### src/rtl/rom_loader_pkg.sv
// rom_loader_pkg
// Shared definitions for the byte-stream ROM loader: the loader FSM state
// encoding and the default packet framing / timeout constants.
// No ports (package).

package rom_loader_pkg;

  // Loader FSM states, in the order a packet walks through them.
  typedef enum logic [2:0] {
    IDLE,
    LEN,
    DATA,
    CSUM,
    DONE
  } state_t;

  // Default start-of-packet marker.
  localparam logic [7:0] SYNC_BYTE_DEF = 8'hA5;

  // Default number of idle clocks tolerated between bytes inside a packet.
  localparam int TIMEOUT_CYC_DEF = 50000;

endpackage

### src/rtl/rom_loader_timeout.sv
// rom_loader_timeout
// Inter-byte idle counter for the ROM loader. Counts clocks while enabled and
// not cleared. It fires a one-cycle expire pulse on the clock where the count
// has reached TIMEOUT_CYC-1 and no byte is arriving.
// Ports:
//   clk     in  system clock
//   resetn  in  asynchronous active-low reset
//   clear   in  a byte was accepted this cycle; restart the count
//   enable  in  the loader is inside a packet (LEN/DATA/CSUM)
//   expire  out one-cycle pulse: the idle limit was hit this cycle

module rom_loader_timeout
  import rom_loader_pkg::*;
#(
  parameter int TIMEOUT_CYC = TIMEOUT_CYC_DEF
) (
  input  logic clk,
  input  logic resetn,
  input  logic clear,
  input  logic enable,
  output logic expire
);

  localparam int CNT_W = $clog2(TIMEOUT_CYC + 1);
  localparam logic [CNT_W-1:0] LAST_CNT = CNT_W'(TIMEOUT_CYC - 1);

  logic [CNT_W-1:0] count;

  // An arriving byte always beats expiry, so clear masks the pulse.
  assign expire = enable && !clear && (count == LAST_CNT);

  // The count is held at zero whenever the loader is outside a packet, so
  // every packet starts with a fresh idle budget. It also restarts after
  // firing because the loader drops back to IDLE on expiry.
  always_ff @(posedge clk or negedge resetn) begin
    if (!resetn) begin
      count <= '0;
    end else if (clear || !enable || expire) begin
      count <= '0;
    end else begin
      count <= count + CNT_W'(1);
    end
  end

endmodule

### src/rtl/rom_loader.sv
// rom_loader
// Byte-stream firmware loader feeding the program ROM write port. It frames
// packets of the form SYNC, LEN, 4*LEN data bytes (little-endian words) and
// CSUM. It writes each assembled word to the ROM and holds the CPU in reset
// until a packet with a matching checksum has been written.
// Ports:
//   clk         in  system clock (rising edge)
//   resetn      in  asynchronous active-low reset
//   rx_valid    in  one-cycle strobe qualifying rx_data
//   rx_data     in  received byte
//   mem_wen     out ROM write enable, one-cycle pulse
//   mem_addr    out ROM word address (holds last written address)
//   mem_wdata   out ROM write data
//   cpu_resetn  out active-low reset to the CPU
//   load_done   out last packet loaded with a good checksum
//   load_err    out sticky error flag, cleared by the next sync byte

module rom_loader
  import rom_loader_pkg::*;
#(
  parameter int         ADDR_W      = 8,
  parameter logic [7:0] SYNC_BYTE   = SYNC_BYTE_DEF,
  parameter int         TIMEOUT_CYC = TIMEOUT_CYC_DEF
) (
  input  logic              clk,
  input  logic              resetn,
  input  logic              rx_valid,
  input  logic [7:0]        rx_data,
  output logic              mem_wen,
  output logic [ADDR_W-1:0] mem_addr,
  output logic [31:0]       mem_wdata,
  output logic              cpu_resetn,
  output logic              load_done,
  output logic              load_err
);

  state_t state, state_nxt;

  logic [1:0]        lane, lane_nxt;
  logic [ADDR_W-1:0] word_idx, word_idx_nxt;
  logic [ADDR_W-1:0] word_cnt, word_cnt_nxt;
  logic [ADDR_W-1:0] last_idx;
  logic [7:0]        csum, csum_nxt;
  logic [31:0]       asm_word, asm_nxt;

  logic              mem_wen_nxt;
  logic [ADDR_W-1:0] mem_addr_nxt;
  logic [31:0]       mem_wdata_nxt;
  logic              cpu_resetn_nxt;
  logic              load_done_nxt;
  logic              load_err_nxt;

  logic              in_packet;
  logic              expire;

  assign in_packet = (state == LEN) || (state == DATA) || (state == CSUM);

  // A word count of zero wraps to all-ones here, which is exactly the last
  // index of a full 2^ADDR_W packet.
  assign last_idx = word_cnt - ADDR_W'(1);

  // Idle counter guarding the gaps between bytes inside a packet.
  rom_loader_timeout #(
    .TIMEOUT_CYC(TIMEOUT_CYC)
  ) u_timeout (
    .clk    (clk),
    .resetn (resetn),
    .clear  (rx_valid),
    .enable (in_packet),
    .expire (expire)
  );

  // FSM state register.
  always_ff @(posedge clk or negedge resetn) begin
    if (!resetn) begin
      state <= IDLE;
    end else begin
      state <= state_nxt;
    end
  end

  // Datapath and output registers. Every output is taken straight from a
  // flop so that nothing on rx_* reaches the ROM or CPU combinationally.
  always_ff @(posedge clk or negedge resetn) begin
    if (!resetn) begin
      lane       <= '0;
      word_idx   <= '0;
      word_cnt   <= '0;
      csum       <= '0;
      asm_word   <= '0;
      mem_wen    <= 1'b0;
      mem_addr   <= '0;
      mem_wdata  <= '0;
      cpu_resetn <= 1'b0;
      load_done  <= 1'b0;
      load_err   <= 1'b0;
    end else begin
      lane       <= lane_nxt;
      word_idx   <= word_idx_nxt;
      word_cnt   <= word_cnt_nxt;
      csum       <= csum_nxt;
      asm_word   <= asm_nxt;
      mem_wen    <= mem_wen_nxt;
      mem_addr   <= mem_addr_nxt;
      mem_wdata  <= mem_wdata_nxt;
      cpu_resetn <= cpu_resetn_nxt;
      load_done  <= load_done_nxt;
      load_err   <= load_err_nxt;
    end
  end

  // Next-state and next-output logic. Bytes shift in from the top of the
  // assembly register, so after four of them byte 0 sits in bits [7:0].
  always_comb begin
    state_nxt      = state;
    lane_nxt       = lane;
    word_idx_nxt   = word_idx;
    word_cnt_nxt   = word_cnt;
    csum_nxt       = csum;
    asm_nxt        = asm_word;
    mem_wen_nxt    = 1'b0;
    mem_addr_nxt   = mem_addr;
    mem_wdata_nxt  = mem_wdata;
    cpu_resetn_nxt = cpu_resetn;
    load_done_nxt  = load_done;
    load_err_nxt   = load_err;

    case (state)
      IDLE: begin
        if (rx_valid && (rx_data == SYNC_BYTE)) begin
          load_err_nxt = 1'b0;
          state_nxt    = LEN;
        end
      end

      LEN: begin
        if (rx_valid) begin
          word_cnt_nxt = ADDR_W'(rx_data);
          word_idx_nxt = '0;
          csum_nxt     = '0;
          lane_nxt     = '0;
          state_nxt    = DATA;
        end else if (expire) begin
          load_err_nxt = 1'b1;
          state_nxt    = IDLE;
        end
      end

      DATA: begin
        if (rx_valid) begin
          csum_nxt = csum + rx_data;
          asm_nxt  = {rx_data, asm_word[31:8]};
          lane_nxt = lane + 2'd1;
          if (lane == 2'd3) begin
            mem_wen_nxt   = 1'b1;
            mem_addr_nxt  = word_idx;
            mem_wdata_nxt = {rx_data, asm_word[31:8]};
            word_idx_nxt  = word_idx + ADDR_W'(1);
            if (word_idx == last_idx) begin
              state_nxt = CSUM;
            end
          end
        end else if (expire) begin
          load_err_nxt = 1'b1;
          state_nxt    = IDLE;
        end
      end

      CSUM: begin
        if (rx_valid) begin
          if (rx_data == csum) begin
            cpu_resetn_nxt = 1'b1;
            load_done_nxt  = 1'b1;
            state_nxt      = DONE;
          end else begin
            load_err_nxt = 1'b1;
            state_nxt    = IDLE;
          end
        end else if (expire) begin
          load_err_nxt = 1'b1;
          state_nxt    = IDLE;
        end
      end

      DONE: begin
        // A new sync byte re-enters the packet directly, putting the CPU
        // back into reset while the new image is written.
        if (rx_valid && (rx_data == SYNC_BYTE)) begin
          cpu_resetn_nxt = 1'b0;
          load_done_nxt  = 1'b0;
          state_nxt      = LEN;
        end
      end

      default: begin
        state_nxt = IDLE;
      end
    endcase
  end

endmodule

### config.mk
export PLATFORM = sky130hd
export DESIGN_NAME = rom_loader
export DESIGN_NICKNAME = d
export VERILOG_FILES = /design/src/rtl/rom_loader_pkg.sv /design/src/rtl/rom_loader_timeout.sv /design/src/rtl/rom_loader.sv
export SDC_FILE = /design/constraint.sdc
export NUM_CORES = 1
export LEC_CHECK = 0
export ABC_AREA = 1
export BUFFER_PORTS_ARGS = -buffer_cell sky130_fd_sc_hd__buf_2
export CAP_MARGIN = 20
export CORE_ASPECT_RATIO = 1.1
export CORE_MARGIN = 2
export CORE_UTILIZATION = 45
export DETAILED_ROUTE_END_ITERATION = 8
export GPL_ROUTABILITY_DRIVEN = 0
export MAX_ROUTING_LAYER = met4
export PLACE_DENSITY = 0.78
export SETUP_SLACK_MARGIN = 0.05
export SLEW_MARGIN = 20
export SYNTH_ARGS = -nofsm -noshare
export SYNTH_HDL_FRONTEND = slang
export SYNTH_HIERARCHICAL = 1
export SYNTH_SLANG_ARGS = --single-unit
export TNS_END_PERCENT = 1
### constraint.sdc
create_clock -name clk -period 1.75 [get_ports clk]
set_clock_uncertainty 0.1 [all_clocks]
set_input_delay 0.0875 -clock clk [delete_from_list [all_inputs] [get_ports clk]]
set_output_delay 0.0875 -clock clk [all_outputs]
set_load 0.03 [all_outputs]
==> results.md, run 1 <==
Worst setup path:
- The largest fanout of any net on the critical path is 2.
- The start-to-end type of the worst setup path is reg2reg.
- At the worst endpoint, the required time is 1920 ps.
- The element type at the critical path end is a flip-flop.
- The element type at the critical path start is a flip-flop.
- In this run the critical register-to-register path is captured at csum[6].
- The worst setup path endpoint is csum[6].
- The number of cells on the worst reg-to-reg path is 13.
- In this run the worst setup path begins at csum[0].
- In this run the critical register-to-register path is launched from csum[0].
- For flop-to-flop paths, the worst setup slack is -60 ps.
- Data on the critical path arrives at its endpoint at 1980 ps.

Die:
- 55 I/O pins were placed.
- The starting density of the core is 46.1%.
- The floorplan has 41 rows.
- The floorplan step defined a die boundary enclosing about 13000 um2.
- The total area inside the core boundary comes to 11500 um2.
- The die width is 107 um.
- The die is 118 um tall.

Power and ir drop:
- For this design the total switching power over the nets is 3.68 mW.
- The maximum vdd ir drop is between 0.0007 and 0.0008 V.
- The clock network is responsible for 23.7% of the overall power.
- In this run, the combinational gates consume between 30% and 40% of the power.
- The leakage power summed over all cells is 3.21 nW.
- In this run, flip-flops and latches consume about 40% of the power.
- The total power divided by cell area is 1510 nW/um2.
- Cell internal power was estimated by the tool at 5.91 mW.
- The switching part of the total is 38.4%.

STA:
- The fraction of the cycle the final worst path needs is 103%.
- Hold timing on the final database bottoms out at a slack of -45.2 ps.
- At the pin with the least slew margin, the transition time is ~280 ps.
- The worst relative slew slack is between 80% and 90%.
- Adding up every negative setup slack in the final design gives -55.2 ps.
- Setup violations remaining at the end of the flow were counted as 1.
- Subtracting the final worst setup slack from the clock period gives 1810 ps.
- The total count of max-transition violations in the final report is 0.
- The highest clock frequency the design can meet is 554 MHz.
- After layout, the worst setup slack is -55.2 ps.
- Setup repair after global routing could not meet its margin everywhere.
- The number of hold-slack violations in the final timing report came to 3.

Route:
- The detailed router finished its first iteration with 244 violations.
- For this run, design rule violations remaining after detail routing come to 0.
- For this run, the detailed router's first-pass iteration total came to 7.
- The ratio of routed vias to standard cells is about 5.1.
- The remaining antenna violation count is 0.
- The routed length per instance is 13.2 um.
- For this block, the routed nets add up to 11.4 mm of wire.
- The routed layout has 4384 vias.

Placed design:
- The post-placement worst setup slack is -67.3 ps.
- After legalization and detailed placement, the total HPWL measured 8.26 mm.
- In this run the tool buffered the top-level ports with 54 buffer cells.
- In this run the cell area measured after placement is 5870 um2.
- The placed instance count is 843.

Global routing:
- The number of global-route vias before repair is 4115.
- The first global-routing pass estimated around 19 mm of wire.
- The total congestion overflow is 0.
- Entering global routing, the biggest net connects 58 pins.
- The number of antenna violations at the first check in global routing is 0.
- Global routing used about a fifth of the available tracks.

Yosys:
- The mean instance size in the synthesized netlist is 8.36 um2.
- In the post-synthesis netlist, the biggest area contributors are dfrtp_1 (53%), nand2_1 (13%), o21ai_0 (7.8%).
- The synthesized netlist contains 37 unique library cells.
- The post-synthesis cell type with the largest combined area is dfrtp_1.
- The post-synthesis instance area is around 5300 um2.
- Counting every net in the synthesized netlist gives between 600 and 700.
- Summing the sequential cell areas from Yosys gives 52.9% of the chip area.
- The number of synthesis warnings is 6.
- The post-synthesis sequential element count is 112.
- The share of the synthesized area in the top cell type is between 50 and 60%.
- Synthesis produced a netlist whose cell count is between 600 and 700.

Cells and area:
- The number of nets in the layout is 735.
- Relative to the synthesized area, the layout overhead comes to 20.0%.
- The design area is approximately 6400 um2.
- The share of cells above drive strength 1 is between 10% and 20%.
- The final non-filler cell total is 867.
- The end-of-flow core utilization is 55.3%.
- The number of antenna cells inserted is 0.

Clock network:
- The clock tree synthesis step divided the H-tree into 3 levels.
- The count of clock tree sinks is between 100 and 150.
- The number of clock buffers added by TritonCTS is 9.
- The TritonCTS clock tree is done.
- The CTS clock-pin slew for the worst setup and hold paths is 80 ps.
- Hold repair after CTS inserted 6 buffers.
- Clock latency on the worst-skew pair, taken at its later pin, is 340 ps.
- The cell chosen for the clock root is clkbuf_16.
- The buffer depth of the longest clock path is 2.

Outcome:
- The checks that failed: negative hold slack, negative setup slack.
- The run finished, with violations left.

Min path:
- The classification of the worst-slack hold path is in2reg.
- The critical hold path startpoint is rx_data[0].

Job:
- The tool flagged a number of max-cap violations equal to 0.
==> cells in the mapped netlist, drive strengths merged <==
cell / number
clkbuf: 11
xor2: 11
clkinv: 2
a31oi: 1
o22ai: 1
a32o: 1
nand3: 24
a21oi: 6
nand4: 11
inv: 70
nand2: 195
o21bai: 4
xnor2: 4
o211a: 1
nor2: 60
ha: 11
dfrtp: 112
o21ai: 83
fa: 1
nor3: 14
or2: 2
a22o: 3
buf: 5
==> worst max-delay path, stage by stage, from the launching register on <==
cell and delay [ps]:
dfrtp_1 390, ha_2 190, fa_2 340, nand2_2 70
nand2_1 50, nand2_1 70, nand2_1 60, nand2_1 80
nand2_1 60, nand2_1 60, nand2_1 60, nand2_1 50
nand2_1 40, o21ai_1 110
==> what timing repair did <==
item                                    4_1_cts  5_1_grt
setup buffers                                 1        1
pin swaps                                     5        6
endpoints found under the setup margin        6       37
endpoints found under the hold margin       126        3
gates resized for setup                       7       11
==> cell families (layout without fill, tap and decap cells) <==
group           Yosys count  after routing  share of synthesized area [%]
simple gates            306            306                           24.8
flops                   112            112                           52.9
compound gates          100            100                           10.1
buf+inv                  88            172                           6.69
xor+xnor                 15             15                           2.48
fa+ha+maj                12             12                           2.98
==> layout by cell type, fill, tap and decap left out, types with 4 or more instances in the layout <==
master         Yosys  layout
ha_1              11       5
nor2_1            54      53
a21oi_1            6       6
clkbuf_16          0       9
o21ai_1            1       5
xnor2_1            4       4
o21ai_0           82      78
o21bai_1           4       4
nor2_2             3       4
nand2_1          189     187
nor3_1            12      11
nand4_1           11      11
dfrtp_1          112     111
nand3_1           23      23
dlygate4sd3_1      0       6
buf_2              1      53
nand2_2            4       5
xor2_1            11      11
inv_1             68      67
buf_4              1      22
==> power groups by stage <==
| stage | logic, mW | registers [mW] | clock network (mW) |
|---|---|---|---|
| after floorplan | 1.82 | 4.36 | 0 |
| after global placement | 3.19 | 3.85 | 0 |
| after detailed placement | 3.31 | 3.88 | 0 |
| after CTS | 3.39 | 3.84 | 2.30 |
| after global routing | 3.86 | 3.95 | 2.43 |
| final | 3.47 | 3.85 | 2.27 |
==> metrics by stage <==
step	hold WS [ps]	total power [mW]
after floorplan	-308	6.18
after global placement	-106	7.04
after detailed placement	-105	7.19
after CTS	-51.3	9.53
after global routing	-23.9	10.2
final	-45.2	9.59
==> layout make-up <==
class / count / area (um2)
inverter: 72 / 270
timing repair buffer: 84 / 542
sequential: 112 / 2800
fill: 1027 / 5140
tap: 150 / 188
clock buffer: 10 / 239
clock inverter: 6 / 100
multi-input combinational: 433 / 2210
==> worst min path at each step <==
stage / cells past startpoint / to / slack (ps)
final: 3 / word_cnt[0] / -50
after global routing: 3 / word_cnt[0] / -20
after CTS: 3 / word_cnt[0] / -50
after detailed placement: 1 / mem_wdata[26] / -110
after global placement: 1 / mem_wdata[24] / -110
after floorplan: 0 / asm_word[10] / -310
==> per-layer routing <==
| metal | share of wire (%) | wire, um | track usage, % |
|---|---|---|---|
| met1 | 45 | 5200 | 24.6 |
| met4 | 1.8 | 208 | 7.45 |
| met5 | 0 | 0 | - |
| met2 | 49 | 5590 | 30.8 |
| met3 | 3.9 | 445 | 2.60 |
==> state kept, by name (all words and copies together) (netlist names), 3 cells and up <==
signal           count
mem_wdata           32
state                3
u_timeout/count     16
mem_addr             8
asm_word            24
word_idx             8
csum                 8
word_cnt             8
(Power assumes the default switching activity.)
==> inputs of run 2 (changes only) <==
--- a/config.mk
+++ b/config.mk
@@ -6,15 +6,15 @@
 export NUM_CORES = 1
 export LEC_CHECK = 0
 export ABC_AREA = 1
-export BUFFER_PORTS_ARGS = -buffer_cell sky130_fd_sc_hd__buf_2
 export CAP_MARGIN = 20
 export CORE_ASPECT_RATIO = 1.1
 export CORE_MARGIN = 2
 export CORE_UTILIZATION = 45
 export DETAILED_ROUTE_END_ITERATION = 8
+export DONT_BUFFER_PORTS = 1
 export GPL_ROUTABILITY_DRIVEN = 0
 export MAX_ROUTING_LAYER = met4
-export PLACE_DENSITY = 0.78
+export PLACE_DENSITY = 0.74
 export SETUP_SLACK_MARGIN = 0.05
 export SLEW_MARGIN = 20
 export SYNTH_ARGS = -nofsm -noshare
==> run 2 against run 1 <==
Against the previous run: the flow still finishes with violations (negative hold slack, negative setup slack); worst setup slack lost 31 ps; hold slack worse by 620 ps; non-clock buffer count shrank 53; combinational power is 27% lower; via count shrank 4.4%; die area unchanged; critical endpoint unchanged.
==> results.md, run 2 (synthesis gave the netlist of run 1 again) <==
Outcome:
- Status: finished with violations (unchanged).
- Violated checks: negative hold slack, negative setup slack (unchanged).

Die:
- The die width is 107 um (unchanged).
- The core area is 11500 um2 (unchanged).
- The y dimension of the die is 118 um (unchanged).
- The count of boundary I/O pins is 55 (unchanged).
- The number of cell rows came to 41 (unchanged).
- The die area is 12600 um2 (unchanged).
- The starting density of the core came to 46.1% (unchanged).

Worst setup path:
- The endpoint of the lowest-slack register-to-register path is csum[6] (unchanged).
- The largest stage delay on the critical path came to 410 ps (was 390 ps).
- The most frequent cell on the critical path was nand2_1 (unchanged).
- The data required time of the critical path came to 1920 ps (about the same).
- The worst-path cell with the longest stage delay is dfrtp_1 (unchanged).
- The launch point of the worst reg-to-reg path is csum[0] (unchanged).
- The largest fanout of any net on the critical path is 2 (unchanged).
- The start-to-end type of the worst setup path is reg2reg (unchanged).
- The setup slack of the most critical reg-to-reg path is -90 ps (was -60 ps).
- The cell family contributing the most delay on the critical path is simple AND/OR/NAND/NOR gates (unchanged).
- The launching element of the worst setup path is csum[0] (unchanged).
- List of cells traversed by the critical path: ha_4, fa_2, nand2_2, nand2_2, nand2_2, nand2_1, nand2_1, nand2_1, nand2_1, nand2_1, nand2_1, nand2_1, o21ai_1 (was ha_2, fa_2, nand2_2, nand2_1, nand2_1, nand2_1, nand2_1, nand2_1, nand2_1, nand2_1, nand2_1, nand2_1, o21ai_1).
- The signal arrival time at the worst endpoint is 2010 ps (was 1980 ps).
- The element type at the critical path start is a flip-flop (unchanged).
- The element type at the critical path end is a flip-flop (unchanged).
- The number of cells on the critical path is 13 (unchanged).
- The number of cells on the worst reg-to-reg path is 13 (unchanged).
- The count of buffer and inverter cells on the critical path is 0 (unchanged).

Route:
- The first-pass iteration count of the detailed router is 5 (was 7).
- The number of DRC violations after detailed routing is 0 (unchanged).
- The remaining antenna violation count is 0 (unchanged).
- The detailed-route wire length is 11.7 mm (was 11.4 mm).
- The DRC violation total after the first TritonRoute iteration is 332 (was 244).
- The ratio of routed vias to standard cells was 5.15 (was 5.06).
- The routed length per instance is 14.4 um (was 13.2 um).
- The number of vias after detailed routing is 4189 (was 4384).

Cells and area:
- The end-of-flow core utilization is 52.6% (was 55.3%).
- The design area is 6040 um2 (was 6350 um2).
- The number of antenna cells inserted is 0 (unchanged).
- Leading cell types in the layout, fill and taps excluded: nand2_1 (186), dfrtp_1 (111), o21ai_0 (78), inv_1 (66), nor2_1 (52) (was nand2_1 (187), dfrtp_1 (111), o21ai_0 (78), inv_1 (67)).
- Biggest regs: mem_wdata x32, asm_word x24, u_timeout/count x16 (unchanged).
- The largest register by flop count was mem_wdata (unchanged).
- The fill cell total of the finished layout came to 1034 (was 1027).
- The number of nets in the layout is 682 (was 735).
- The share of cells above drive strength 1 is 10.7% (was 17.6%).
- The most frequent standard cell in the layout excluding fill and tap cells is nand2_1 (unchanged).
- The area of combinational cells with multiple inputs is 2200 um2 (was 2210 um2).
- The sequential standard cell area is 2800 um2 (unchanged).
- The flip-flop count of the largest register after layout is 32 (unchanged).
- The area growth from synthesis to final layout is 14.1% (was 20.0%).

Placed design:
- The final HPWL from detailed placement is 8.12 mm (was 8.26 mm).
- The instance area after placement came to 5550 um2 (was 5870 um2).
- The post-placement worst setup slack is -77.2 ps (was -67.3 ps).
- The count of input and output buffers is 0 (was 54).

Clock network:
- The CTS clock-pin slew for the worst setup and hold paths is 70 ps (was 80 ps).
- The buffer depth of the longest clock path is 2 (unchanged).
- The TritonCTS clock tree is done (unchanged).
- The number of clock buffers inserted by TritonCTS was 9 (unchanged).
- The clock network latency to the later pin of the worst-skew pair came to 350 ps (was 340 ps).
- The cell chosen for the clock root is clkbuf_16 (unchanged).
- The count of clock tree sinks is 112 (unchanged).
- The level count of the clock H-tree came to 3 (unchanged).

Global routing:
- The total routing usage reported by global routing is 20.1% (was 19.1%).
- The number of global-route vias before repair came to 4077 (was 4115).
- The maximum number of pins on one net before global-route repair is 113 (was 58).
- The total congestion overflow was 0 (unchanged).
- The number of antenna violations at the first check in global routing is 0 (unchanged).
- The first-pass GRT wire length is 19.7 mm (was 18.9 mm).

Power and ir drop:
- The total power divided by cell area was 1500 nW/um2 (was 1510 nW/um2).
- The maximum vdd ir drop is 0.000611 V (was 0.000725 V).
- The leakage power summed over all cells is 2.92 nW (was 3.21 nW).
- The overall power of the completed layout is 9.04 mW (was 9.59 mW).

STA:
- The fraction of the cycle the final worst path needs came to 105% (was 103%).
- The setup violation total in the final timing report was 1 (unchanged).
- The slew at the pin closest to its max-slew limit is 362 ps (was 285 ps).
- The highest clock frequency the design can meet is 545 MHz (was 554 MHz).
- The final critical delay including setup and external delays came to 1840 ps (was 1810 ps).
- The total count of max-transition violations in the final report came to 0 (unchanged).
- The worst relative slew slack is 75.7% (was 81.0%).
- The number of hold-slack violations in the final timing report is 112 (was 3).
- The worst setup margin is -85.8 ps (was -55.2 ps).
- RSZ-0062 raised after global routing: yes (unchanged).
- The worst hold slack after final layout was -668 ps (was -45.2 ps).

Job:
- The number of max-cap violations is 0 (unchanged).

Min path:
- The classification of the worst-slack hold path is in2async (was in2reg).
-- run 2: cell types whose count changed in the layout (fill, tap and decap cells not counted), sizes merged --
| cell | delta |
|---|---|
| bufinv | -2 |
| buf | -58 |
| clkbuf | +2 |
| dlygate4sd3 | +4 |
| dlymetal6s4s | +1 |
-- run 2: area by class of cell --
cell class	count	area share (%)
tap	150	3.11
inverter	72	4.50
clock inverter	4	0.580
timing repair buffer	31	4.56
multi-input combinational	433	36.4
clock buffer	12	4.41
sequential	112	46.4
-- run 2: what timing repair did --
item / in CTS / in global routing
resized for setup: 8 / 13
pin swaps: 1 / 3
setup endpoints to repair: 15 / 14
buffers inserted: 1 / 1
hold buffers: 10 / 1
hold endpoints to repair: 158 / 114
-- run 2: stage by stage --
| step | cells | setup TNS (ps) |
|---|---|---|
| floorplan | 633 | 0 |
| global placement | 785 | -5.95 |
| detailed placement | 785 | -77.2 |
| CTS | 812 | -46.5 |
| global route | 814 | -450 |
| finish | 814 | -85.8 |
-- run 2: power by group --
part           switching (mW)  internal, mW
combinational            1.50          1.01
clock                   0.942          1.10
sequential               1.12          3.36
total                    3.56          5.47
-- run 2: worst max path at each step --
stage,end,slack [ps]
finish,csum[6],-90
global route,csum[6],-240
CTS,csum[6],-50
detailed placement,csum[6],-80
global placement,csum[6],-6
floorplan,csum[6],70
-- run 2: routing by layer --
layer  share of wire [%]  vias to the layer above  global-route usage, %  wire length [um]
met1                  42                     1995                   25.1              4970
met5                   0                        -                      -                 0
met2                  49                      105                   31.7              5800
li1                    -                     2069                      -                 -
met3                 6.2                       20                   5.04               726
met4                 2.0                        0                   7.37               240
